File: src/rtl/ofifo_drain_pkg.sv
// Shared constants and state encoding for the ofifo drain path.
package ofifo_drain_pkg;

    localparam int COL_DEF    = 8;
    localparam int BW_DEF     = 16;
    localparam int ADDR_W_DEF = 11;
    localparam int CNT_W_DEF  = 11;
    localparam int RD_LAT_DEF = 3;

    localparam logic [2:0] ST_IDLE  = 3'd0;
    localparam logic [2:0] ST_ISSUE = 3'd1;
    localparam logic [2:0] ST_WAIT  = 3'd2;
    localparam logic [2:0] ST_WRITE = 3'd3;
    localparam logic [2:0] ST_FIN   = 3'd4;

    typedef enum logic [2:0] {
        S_IDLE  = ST_IDLE,
        S_ISSUE = ST_ISSUE,
        S_WAIT  = ST_WAIT,
        S_WRITE = ST_WRITE,
        S_FIN   = ST_FIN
    } drain_state_e;

endpackage

File: src/rtl/ofifo_drain_relu.sv
// Per-lane ReLU on a packed row; negative lanes become zero, others pass unchanged.
module drain_relu
    import ofifo_drain_pkg::*;
#(
    parameter int col = COL_DEF,
    parameter int bw  = BW_DEF
) (
    input  logic              en,
    input  logic [col*bw-1:0] din,
    output logic [col*bw-1:0] dout
);

    always_comb begin
        dout = din;
        for (int i = 0; i < col; i++) begin
            if (en && din[i*bw + bw - 1]) begin
                dout[i*bw +: bw] = '0;
            end
        end
    end

endmodule

File: src/rtl/ofifo_drain.sv
// Drains row_cnt rows from the ofifo, optionally ReLUs them, and writes them to
// consecutive psum SRAM addresses. One read in flight; all outputs registered.
//
// state | meaning
// IDLE  | waiting for start
// ISSUE | waiting for f_valid, then pulses rd
// WAIT  | read latency countdown
// WRITE | f_out holds the row; captured into the SRAM write registers
// FIN   | pulses done, drops busy
module ofifo_drain
    import ofifo_drain_pkg::*;
#(
    parameter int col    = COL_DEF,
    parameter int bw     = BW_DEF,
    parameter int ADDR_W = ADDR_W_DEF,
    parameter int CNT_W  = CNT_W_DEF,
    parameter int RD_LAT = RD_LAT_DEF
) (
    input  logic              clk,
    input  logic              reset,
    input  logic              start,
    input  logic [ADDR_W-1:0] base_addr,
    input  logic [CNT_W-1:0]  row_cnt,
    input  logic              relu_en,
    input  logic              f_valid,
    input  logic [col*bw-1:0] f_out,
    output logic              rd,
    output logic              sram_cen,
    output logic              sram_wen,
    output logic [ADDR_W-1:0] sram_addr,
    output logic [col*bw-1:0] sram_d,
    output logic              busy,
    output logic              done
);

    localparam int LAT_W = $clog2(RD_LAT + 1);
    // rd is registered, so the WAIT countdown covers only RD_LAT-1 further cycles
    localparam logic [LAT_W-1:0] LAT_LOAD = LAT_W'(RD_LAT - 1);

    drain_state_e      state, state_d;
    logic [ADDR_W-1:0] addr_q, addr_d;
    logic [CNT_W-1:0]  remain_q, remain_d;
    logic              relu_q, relu_d;
    logic [LAT_W-1:0]  lat_q, lat_d;

    logic              rd_d, cen_d, wen_d, busy_d, done_d;
    logic [ADDR_W-1:0] sram_addr_d;
    logic [col*bw-1:0] sram_d_d;
    logic [col*bw-1:0] relu_out;

    drain_relu #(
        .col (col),
        .bw  (bw)
    ) u_relu (
        .en   (relu_q),
        .din  (f_out),
        .dout (relu_out)
    );

    always_ff @(posedge clk or negedge reset) begin
        if (!reset) begin
            state     <= S_IDLE;
            addr_q    <= '0;
            remain_q  <= '0;
            relu_q    <= 1'b0;
            lat_q     <= '0;
            rd        <= 1'b0;
            sram_cen  <= 1'b1;
            sram_wen  <= 1'b1;
            sram_addr <= '0;
            sram_d    <= '0;
            busy      <= 1'b0;
            done      <= 1'b0;
        end else begin
            state     <= state_d;
            addr_q    <= addr_d;
            remain_q  <= remain_d;
            relu_q    <= relu_d;
            lat_q     <= lat_d;
            rd        <= rd_d;
            sram_cen  <= cen_d;
            sram_wen  <= wen_d;
            sram_addr <= sram_addr_d;
            sram_d    <= sram_d_d;
            busy      <= busy_d;
            done      <= done_d;
        end
    end

    always_comb begin
        state_d     = state;
        addr_d      = addr_q;
        remain_d    = remain_q;
        relu_d      = relu_q;
        lat_d       = lat_q;
        rd_d        = 1'b0;
        cen_d       = 1'b1;
        wen_d       = 1'b1;
        sram_addr_d = sram_addr;
        sram_d_d    = sram_d;
        busy_d      = busy;
        done_d      = 1'b0;

        case (state)
            S_IDLE: begin
                if (start) begin
                    if (row_cnt != '0) begin
                        state_d  = S_ISSUE;
                        addr_d   = base_addr;
                        remain_d = row_cnt;
                        relu_d   = relu_en;
                        busy_d   = 1'b1;
                    end else begin
                        done_d = 1'b1;
                    end
                end
            end
            S_ISSUE: begin
                if (f_valid) begin
                    rd_d    = 1'b1;
                    lat_d   = LAT_LOAD;
                    state_d = S_WAIT;
                end
            end
            S_WAIT: begin
                if (lat_q == '0) begin
                    state_d = S_WRITE;
                end else begin
                    lat_d = lat_q - LAT_W'(1);
                end
            end
            S_WRITE: begin
                cen_d       = 1'b0;
                wen_d       = 1'b0;
                sram_addr_d = addr_q;
                sram_d_d    = relu_out;
                addr_d      = addr_q + ADDR_W'(1);
                remain_d    = remain_q - CNT_W'(1);
                state_d     = (remain_q == CNT_W'(1)) ? S_FIN : S_ISSUE;
            end
            S_FIN: begin
                done_d  = 1'b1;
                busy_d  = 1'b0;
                state_d = S_IDLE;
            end
            default: begin
                state_d = S_IDLE;
            end
        endcase
    end

endmodule

File: config.mk
export PLATFORM = sky130hd
export DESIGN_NAME = ofifo_drain
export DESIGN_NICKNAME = d
export VERILOG_FILES = /design/src/rtl/ofifo_drain_pkg.sv /design/src/rtl/ofifo_drain_relu.sv /design/src/rtl/ofifo_drain.sv
export SDC_FILE = /design/constraint.sdc
export NUM_CORES = 1
export LEC_CHECK = 0
export CORE_UTILIZATION = 37
export CTS_BUF_LIST = sky130_fd_sc_hd__clkbuf_2
export DETAILED_ROUTE_END_ITERATION = 8
export GPL_ROUTABILITY_DRIVEN = 0
export PLACE_DENSITY = 0.71
export SETUP_SLACK_MARGIN = 0.1
export SLEW_MARGIN = 20
export SYNTH_ARGS = -nofsm -noshare
export SYNTH_HDL_FRONTEND = slang
export SYNTH_SLANG_ARGS = --single-unit
File: constraint.sdc
create_clock -name clk -period 1.85 [get_ports clk]
set_input_delay 0.4625 -clock clk [delete_from_list [all_inputs] [get_ports clk]]
set_output_delay 0.4625 -clock clk [all_outputs]
set_load 0.005 [all_outputs]
# [Yosys cells after proc, flatten, opt, wreduce, memory -nomap -nowiden]
# Cells that the tools add are included.
[word_totals] rom_bits=0 regBits=171 n_memories=0 ramBits=0 wordCells=75 latchBits=0
[op_classes] n_addsub=3 shifts=0 n_div=0 n_mul=0 reduce_logical=19 n_mux=32 order_cmp=0 n_bitwise=0 eq_ne=10
[ops] cell="$mux W16" count=8
[ops] cell="$mux W11" count=4
[ops] cell="$pmux W11 S2" count=2
[ops] cell="$mux W3" count=5
[ops] cell="$pmux W3 S4" count=1
[ops] cell="$reduce_and A3 Y1" count=4
[ops] cell="$add A11 B1 Y11 const B" count=1
[ops] cell="$eq A11 B1 Y1 const B" count=1
[ops] cell="$reduce_bool A11 Y1" count=1
[ops] cell="$sub A11 B1 Y11 const B" count=1
[ops] cell="$ne A2 B2 Y1 const B" count=5
[ops] cell="$logic_and A1 B1 Y1" count=8
[ops] cell="$mux W1" count=7
[ops] cell="$eq A3 B2 Y1 const B" count=2
[ops] cell="$reduce_bool A2 Y1" count=3
[ops] cell="$mux W2" count=2
[ops] cell="$pmux W1 S2" count=2
[ops] cell="$pmux W2 S2" count=1
[ops] cell="$reduce_and A4 Y1" count=1
[ops] cell="$eq A3 B1 Y1 const B" count=1
[ops] cell="$eq A3 B3 Y1 const B" count=1
[ops] cell="$logic_not A3 Y1" count=1
[ops] cell="$logic_not A2 Y1" count=1
[ops] cell="$sub A2 B1 Y2 const B" count=1

# [Depth between registers and ports, before layout]
# Gate-level depths: netlist (run 1).
[depth] ltp_word=4 depth_mapped=7 ltp_nobuf=6

# [Modules after synthesis]
# A second synthesis (run 1) with hierarchy kept.
[hier_totals] hier_cells=948 area_unflattened_um2=8277.9
[by_module_without_submodules] module="ofifo_drain" seq_area_each_um2=4280.4 cells_per_inst=798 instances=1 area_per_inst_um2=7135.6
[by_module_without_submodules] module="drain_relu" seq_area_each_um2=0.0 cells_per_inst=150 instances=1 area_per_inst_um2=1142.3

# [Least setup slack after synthesis (run 1)]
# Ideal clock, no wire load.
[synth_timing] path_type="input to register" start="input start" end="register remain_q[1]" path_stages=5 t_required_ps=1723 path_buffers=1 path_slack_ps=28 setup_time_ps=127 t_arrival_ps=1694 cell_sequence="or3b_2 -> a21oi_2 -> and2_1 -> buf_4 -> mux2_1"
[synth_between] elab_chain_len=2
[synth_lines] item="start: declaration" line_no="ofifo_drain.sv:21" rtl="input logic start,"
[synth_lines] item="$ne A2 B2 Y1 (no source line)"
[synth_lines] item="$reduce_and A3 Y1 (no source line)"
[synth_lines] item="end signal: assignment" line_no="ofifo_drain.sv:77" rtl="remain_q <= remain_d;"
[synth_lines] item="end: declaration" line_no="ofifo_drain.sv:42" rtl="logic [CNT_W-1:0] remain_q, remain_d;"
# No other way between the ends.
# A chain may end at the register's enable or synchronous reset.

# [Worst setup path in the final report (run 1)]
[layout_timing] start="register remain_q[1]" end="register state[0]"
[layout_between] elab_chain_len=3
[layout_lines] item="$eq A11 B1 Y1" line_no="ofifo_drain.sv:139" rtl="state_d = (remain_q == CNT_W'(1)) ? S_FIN : S_ISSUE;"
[layout_lines] item="$mux W3" line_no="ofifo_drain.sv:139"
[layout_lines] item="$pmux W3 S4" line_no="ofifo_drain.sv:104" rtl="case (state)"
[layout_lines] item="end signal: assignment" line_no="ofifo_drain.sv:75" rtl="state <= state_d;"
[layout_lines] item="end: declaration" line_no="ofifo_drain.sv:40" rtl="drain_state_e state, state_d;"
# No other way between the ends.

==> reports/results.txt, run 1 <==
Core ar. -> 19500 um2
Post-synthesis net count -> 977
Worst vdd ir -> 676 uV
Post-synthesis sequential area ratio -> 58.3%
Setup violations, final -> 0
WP data arrival -> 2.41 ns
Vias per cell -> 4.92
CP top delay family -> simple AND/OR/NAND/NOR gates
Worst hold path class -> input pin to async pin
PwrDens -> 1460 nW/um2
Max-slew headroom -> 63.9%
Worst-Margin Slew -> 0.540 ns
PortBufs -> 298
Outcome -> complete, no violations
Max incr delay on CP -> 0.46 ns
Final Hold Violating Endpoints -> 0
Critical-path top delay cell -> or4_4
# DRC -> 0
Cells after synthesis -> 818
Antenna viol nets, final -> 0
Starting Density -> 37.7%
Final Max Slew Viols -> 0
FF+latch area -> 4280 um2
H-tree depth -> 4
Die area -> 20400 um2
Via count -> 7090
Largest net degree at the start of global routing -> 86
Area used by multi-input combinational logic -> 2920 um2
First-pass GRT wire length -> 34700 um
Total gr overflow -> 0
Overall routing resource usage -> 22.1%
Vias in the first global route -> 6612
Synthesis-stage register bit count -> 171
Critical path required time -> 2.42 ns
RSZ-0062 raised after global routing -> true
Clk Latency, worst-skew pair -> 0.71 ns
Cell variety after synth -> 49
Die Ht -> 143 um
WP buf/inv -> 1
Warnings, synthesis -> 0
Area share of the largest cell type after synthesis -> 58.0%
Die X -> 143 um
CP max FO -> 2
Final WL -> 23000 um
Area contributors post-synth -> dfrtp_1 58%, nand2_1 15%, nand3_1 8.9%
CTS buffer count -> 17
Mean Syn Cell Area -> 8.97 um2
# nets final -> 1321
Final TNS setup -> 0 ns
Initial antenna violation count -> 1
Longest Clk Path Bufs -> 2
Post-layout min period -> 1.84 ns
Final Skew -> 0.0559 ns
CP cell instances -> inv_2 > ha_1 > or4b_1 > or4_4 > nand4b_1 > nand3_1
Filler cell count -> 1805
Fraction of layout cells with a size suffix above 1 -> 24.9%
WS Path Type -> flip-flop to flip-flop
Clock sinks -> 171
Period utilization -> 99.4%
Reg clk slew, reported paths -> 0.28 ns
Worst setup SP type -> flip-flop
Crit. End Element -> flip-flop
Worst slack, placed -> -0.391 ns
HPWL Detailed -> 16000 um
Post-Syn Area -> 7340 um2
CTS Root Cell -> clkbuf_2
Final WS setup -> 0.0115 ns
Leading cell type in the layout, fill and taps excluded -> nand2_1
Fmax -> 544 MHz
CTS tree -> yes
Wire per inst -> 15.9 um
Syn-to-layout area delta -> 48.4%
Site Rows -> 51
Initial DRC Count -> 378
DRT Pass-1 Iters -> 4
Synth area leader -> dfrtp_1
Max-cap violation count -> 0
IO Pins -> 299
Highest-count cells in the layout ignoring fill and taps -> 302 x nand2_1, 169 x dfrtp_1, 153 x clkdlybuf4s50_1
Leakage Power -> 5.53 nW
-- metal layers --
metal,global-route usage (%),wire [um]
met5,0,0
met4,7.02,308
met3,7.31,1760
met2,35.3,10900
met1,28.1,9960
-- where the power goes --
part	switching, W	internal [W]	total (W)
clock network	0.00146	0.000411	0.00187
registers	0.000994	0.00542	0.00641
logic	0.00410	0.00355	0.00765
-- worst paths after layout --
kind	startpoint	to	slack, ns	cells past startpoint
setup / recovery	remain_q[1]	state[0]	0.01	6
hold / removal	reset	remain_q[6]	0.15	2
setup reg to reg	remain_q[1]	state[0]	0.01	6
hold reg to reg	sram_d[65]	sram_d[65]	0.49	2
max in group asynchronous	reset	addr_q[4]	1.10	3
min in group clk	f_out[13]	sram_d[13]	0.24	3
-- repair_timing --
item                                    CTS  global route
pin swaps                                 3             6
setup buffers                            18            19
endpoints found under the setup margin  149           162
gates resized for setup                 586            25
gates cloned                              0             1
hold buffers                              1             0
hold endpoints to repair                170             0
-- flip-flops by register name, indices dropped and copies added (netlist names) --
signal and flops:
sram_d 128, addr_q 11, remain_q 11, sram_addr 11, state 3, lat_q 2, busy 1, done 1
rd 1, relu_q 1, sram_wen 1
-- cell usage after synthesis (all sizes together) --
cell	count
nand2	302
dfrtp	170
nand3	131
clkbuf	47
a21oi	20
buf	12
nor2	12
a31oi	11
o21ai	11
nand3b	10
nor3	10
inv	9
o2bb2ai	9
and3	5
nor4	5
o211ai	5
a22oi	4
ha	4
o31ai	4
or4	4
nand2b	3
or3b	3
a311oi	2
a32oi	2
mux2	2
mux2i	2
nand4	2
o22ai	2
o41ai	2
a21boi	1
and2	1
and3b	1
dfstp	1
nand4b	1
nor2b	1
nor3b	1
o21bai	1
o22a	1
o32ai	1
or2	1
or3	1
or4b	1
-- stage by stage --
stage	power, W	instance area (um2)	cells	utilization, %	hold WS (ns)
2_1_floorplan	0.00996	7370	818	-	0.167
3_3_place_gp	0.0145	10900	1369	56.0	0.362
3_5_place_dp	0.0147	10900	1369	56.0	0.364
4_1_cts	0.0156	10600	1420	54.5	0.0594
5_1_grt	0.0173	10900	1441	56.0	0.0327
6_report	0.0159	10900	1441	56.0	0.145
-- logic make-up (layout without fill, tap and decap cells) --
family | count (synthesis) | after routing | share of synthesized area (%)
buffers and inverters | 68 | 425 | 3.75
muxes | 4 | 4 | 0.580
adders and majority gates | 4 | 4 | 0.682
DFF | 171 | 171 | 58.3
AOI/OAI and AO/OA | 76 | 76 | 6.84
other | 0 | 1 | 0
and+or+nand+nor | 495 | 495 | 29.8
-- final cells by class --
class	instances	share of cell area, %
Multi-Input combinational cell	579	26.8
Timing Repair Buffer	384	28.4
Sequential cell	171	39.3
Tap cell	265	3.04
Clock buffer	17	0.781
Inverter	9	0.425
Antenna cell	1	0.0230
Clock inverter	15	1.24
-- worst register-to-register path, cell delays in order (launching register included) --
cell	delay (ns)
dfrtp_1	0.44
inv_2	0.08
ha_1	0.15
or4b_1	0.44
or4_4	0.46
nand4b_1	0.11
nand3_1	0.07
Note: power is estimated with default switching activity, not from simulation.
==> run 2: changes to the inputs <==
CELL_PAD_IN_SITES_DETAIL_PLACEMENT = 1   (was not set)
CELL_PAD_IN_SITES_GLOBAL_PLACEMENT = 1   (was not set)
CORE_UTILIZATION = 29   (was 37)
PLACE_DENSITY = 0.76   (was 0.71)
==> run 2 against run 1 <==
Net effect:
- the run now ends with negative setup slack left
- die area grew 27%
- final area grew 3.3%
- hold slack got worse by 0.036 ns
- global-route usage decreased by 1.8 points
- non-clock buffer count up 28
- critical path type is now flip-flop to output pin
==> reports/results.txt, run 2 (synthesis gave the netlist of run 1 again) <==
Setup violations, final -> 3
Leading cell type in the layout, fill and taps excluded -> nand2_1
Max-cap violation count -> 0
WS Path Type -> flip-flop to output pin
Antenna viol nets, final -> 0
Worst-Margin Slew -> 0.568 ns
Reg-to-Reg End -> state[0]
Final Skew -> 0.0409 ns
FF+latch area -> 4280 um2
Initial DRC Count -> 379
Clock sinks -> 171
Fmax -> 535 MHz
Min Hold Slack -> 0.109 ns
Worst vdd ir -> 522 uV
Met1 Use GR -> 25.9%
Site Rows -> 57
Critical-path top delay cell -> dfstp_2
Core ar. -> 24600 um2
Longest Clk Path Bufs -> 2
GR Util met3 -> 5.96%
Die area -> 25900 um2
CP cell instances -> buf_2
R2R Setup Slk -> -0.02 ns
Fraction of layout cells with a size suffix above 1 -> 26.8%
Final WS setup -> -0.0195 ns
Highest-count cells in the layout ignoring fill and taps -> 302 x nand2_1, 169 x dfrtp_1, 153 x clkdlybuf4s50_1
Filler cell count -> 2918
Overall routing resource usage -> 20.3%
Clk Latency, worst-skew pair -> 0.72 ns
CTS Root Cell -> clkbuf_2
CP top delay family -> flip-flops
Worst setup SP type -> flip-flop
Total gr overflow -> 0
Starting Density -> 29.8%
PortBufs -> 298
Top reg by flops -> sram_d
Critical path required time -> 1.39 ns
CTS buffer count -> 17
# nets final -> 1349
Final WL -> 26800 um
First-pass GRT wire length -> 41600 um
Via count -> 7256
Period utilization -> 101%
Vias in the first global route -> 7534
WP data arrival -> 1.41 ns
Wire per inst -> 17.5 um
Worst hold path class -> input pin to async pin
IO Pins -> 299
Initial antenna violation count -> 1
Largest net degree at the start of global routing -> 119
Die X -> 161 um
Syn-to-layout area delta -> 53.3%
Failing checks -> negative setup slack
Final Hold Violating Endpoints -> 0
Util after Layout -> 45.7%
HPWL Detailed -> 18300 um
H-tree depth -> 4
Outcome -> finished, violations left
Crit. End Element -> output pin
Reg2reg start -> remain_q[1]
Post-layout min period -> 1.87 ns
Max incr delay on CP -> 0.60 ns
R2R depth -> 6
Area used by multi-input combinational logic -> 2920 um2
Max-slew headroom -> 62.0%
Number of flip-flops in the largest register -> 128
CP max FO -> 2
Reg clk slew, reported paths -> 0.29 ns
WP buf/inv -> 1
Final Max Slew Viols -> 0
Vias per cell -> 4.75
GR peak layer -> met2
DRT Pass-1 Iters -> 4
PwrDens -> 1510 nW/um2
# DRC -> 0
Leakage Power -> 5.71 nW
RSZ-0062 raised after global routing -> true
Die Ht -> 161 um
CTS tree -> yes
Met2 usage -> 33.6%
-- run 2: worst max path at each step --
stage	from	slack (ns)	end	depth (start not counted)
3_3_place_gp	start	-0.33	remain_q[10]	6
3_5_place_dp	start	-0.35	remain_q[1]	5
4_1_cts	sram_wen	-0.11	sram_cen	1
6_report	sram_wen	-0.02	sram_cen	1
5_1_grt	sram_wen	-0.15	sram_wen	1
2_1_floorplan	remain_q[0]	0.11	remain_q[8]	7
-- run 2: metal layers --
metal | share of wire (%) | wire (um) | vias to the layer above
met5 | 0 | 0 | -
met4 | 1.9 | 496 | 0
met3 | 6.0 | 1600 | 25
met2 | 48 | 12900 | 198
met1 | 44 | 11800 | 3551
li1 | - | - | 3482
-- run 2: power breakdown --
| group | leakage (nW) | switching [W] | total [W] | internal, W |
|---|---|---|---|---|
| clock | 0.161 | 0.00151 | 0.00231 | 0.000799 |
| sequential | 2.13 | 0.00100 | 0.00642 | 0.00542 |
| combinational | 3.42 | 0.00440 | 0.00822 | 0.00382 |
| total | 5.71 | 0.00691 | 0.0169 | 0.0100 |
-- run 2: cell type report --
cell class              instances  share of cell area (%)
multi-input cells             579                    26.0
diodes                          1                  0.0222
clock buffers                  18                   0.801
clock inverters                14                    1.65
flip-flops and latches        171                    38.1
repair buffers                412                    29.5
well taps                     324                    3.60
inverters                       9                   0.345
-- run 2: through the flow --
| stage | setup WS, ns | TNS, ns | instance area (um2) | total power, W | std cells |
|---|---|---|---|---|---|
| after floorplan | 0.111 | 0 | 7370 | 0.00996 | 818 |
| after global placement | -0.328 | -6.56 | 11000 | 0.0147 | 1433 |
| after detailed placement | -0.347 | -7.17 | 11000 | 0.0150 | 1433 |
| after CTS | -0.114 | -1.19 | 10800 | 0.0164 | 1489 |
| after global routing | -0.148 | -4.31 | 11200 | 0.0183 | 1528 |
| final | -0.0195 | -0.0536 | 11200 | 0.0169 | 1528 |
-- run 2: what timing repair did --
action / in CTS / in global routing
endpoints found under the setup margin: 152 / 161
resized for setup: 591 / 21
buffers inserted: 23 / 36
pin swaps: 6 / 5
hold endpoints to repair: 170 / 0
hold buffers: 1 / 0
cloned: 0 / 2
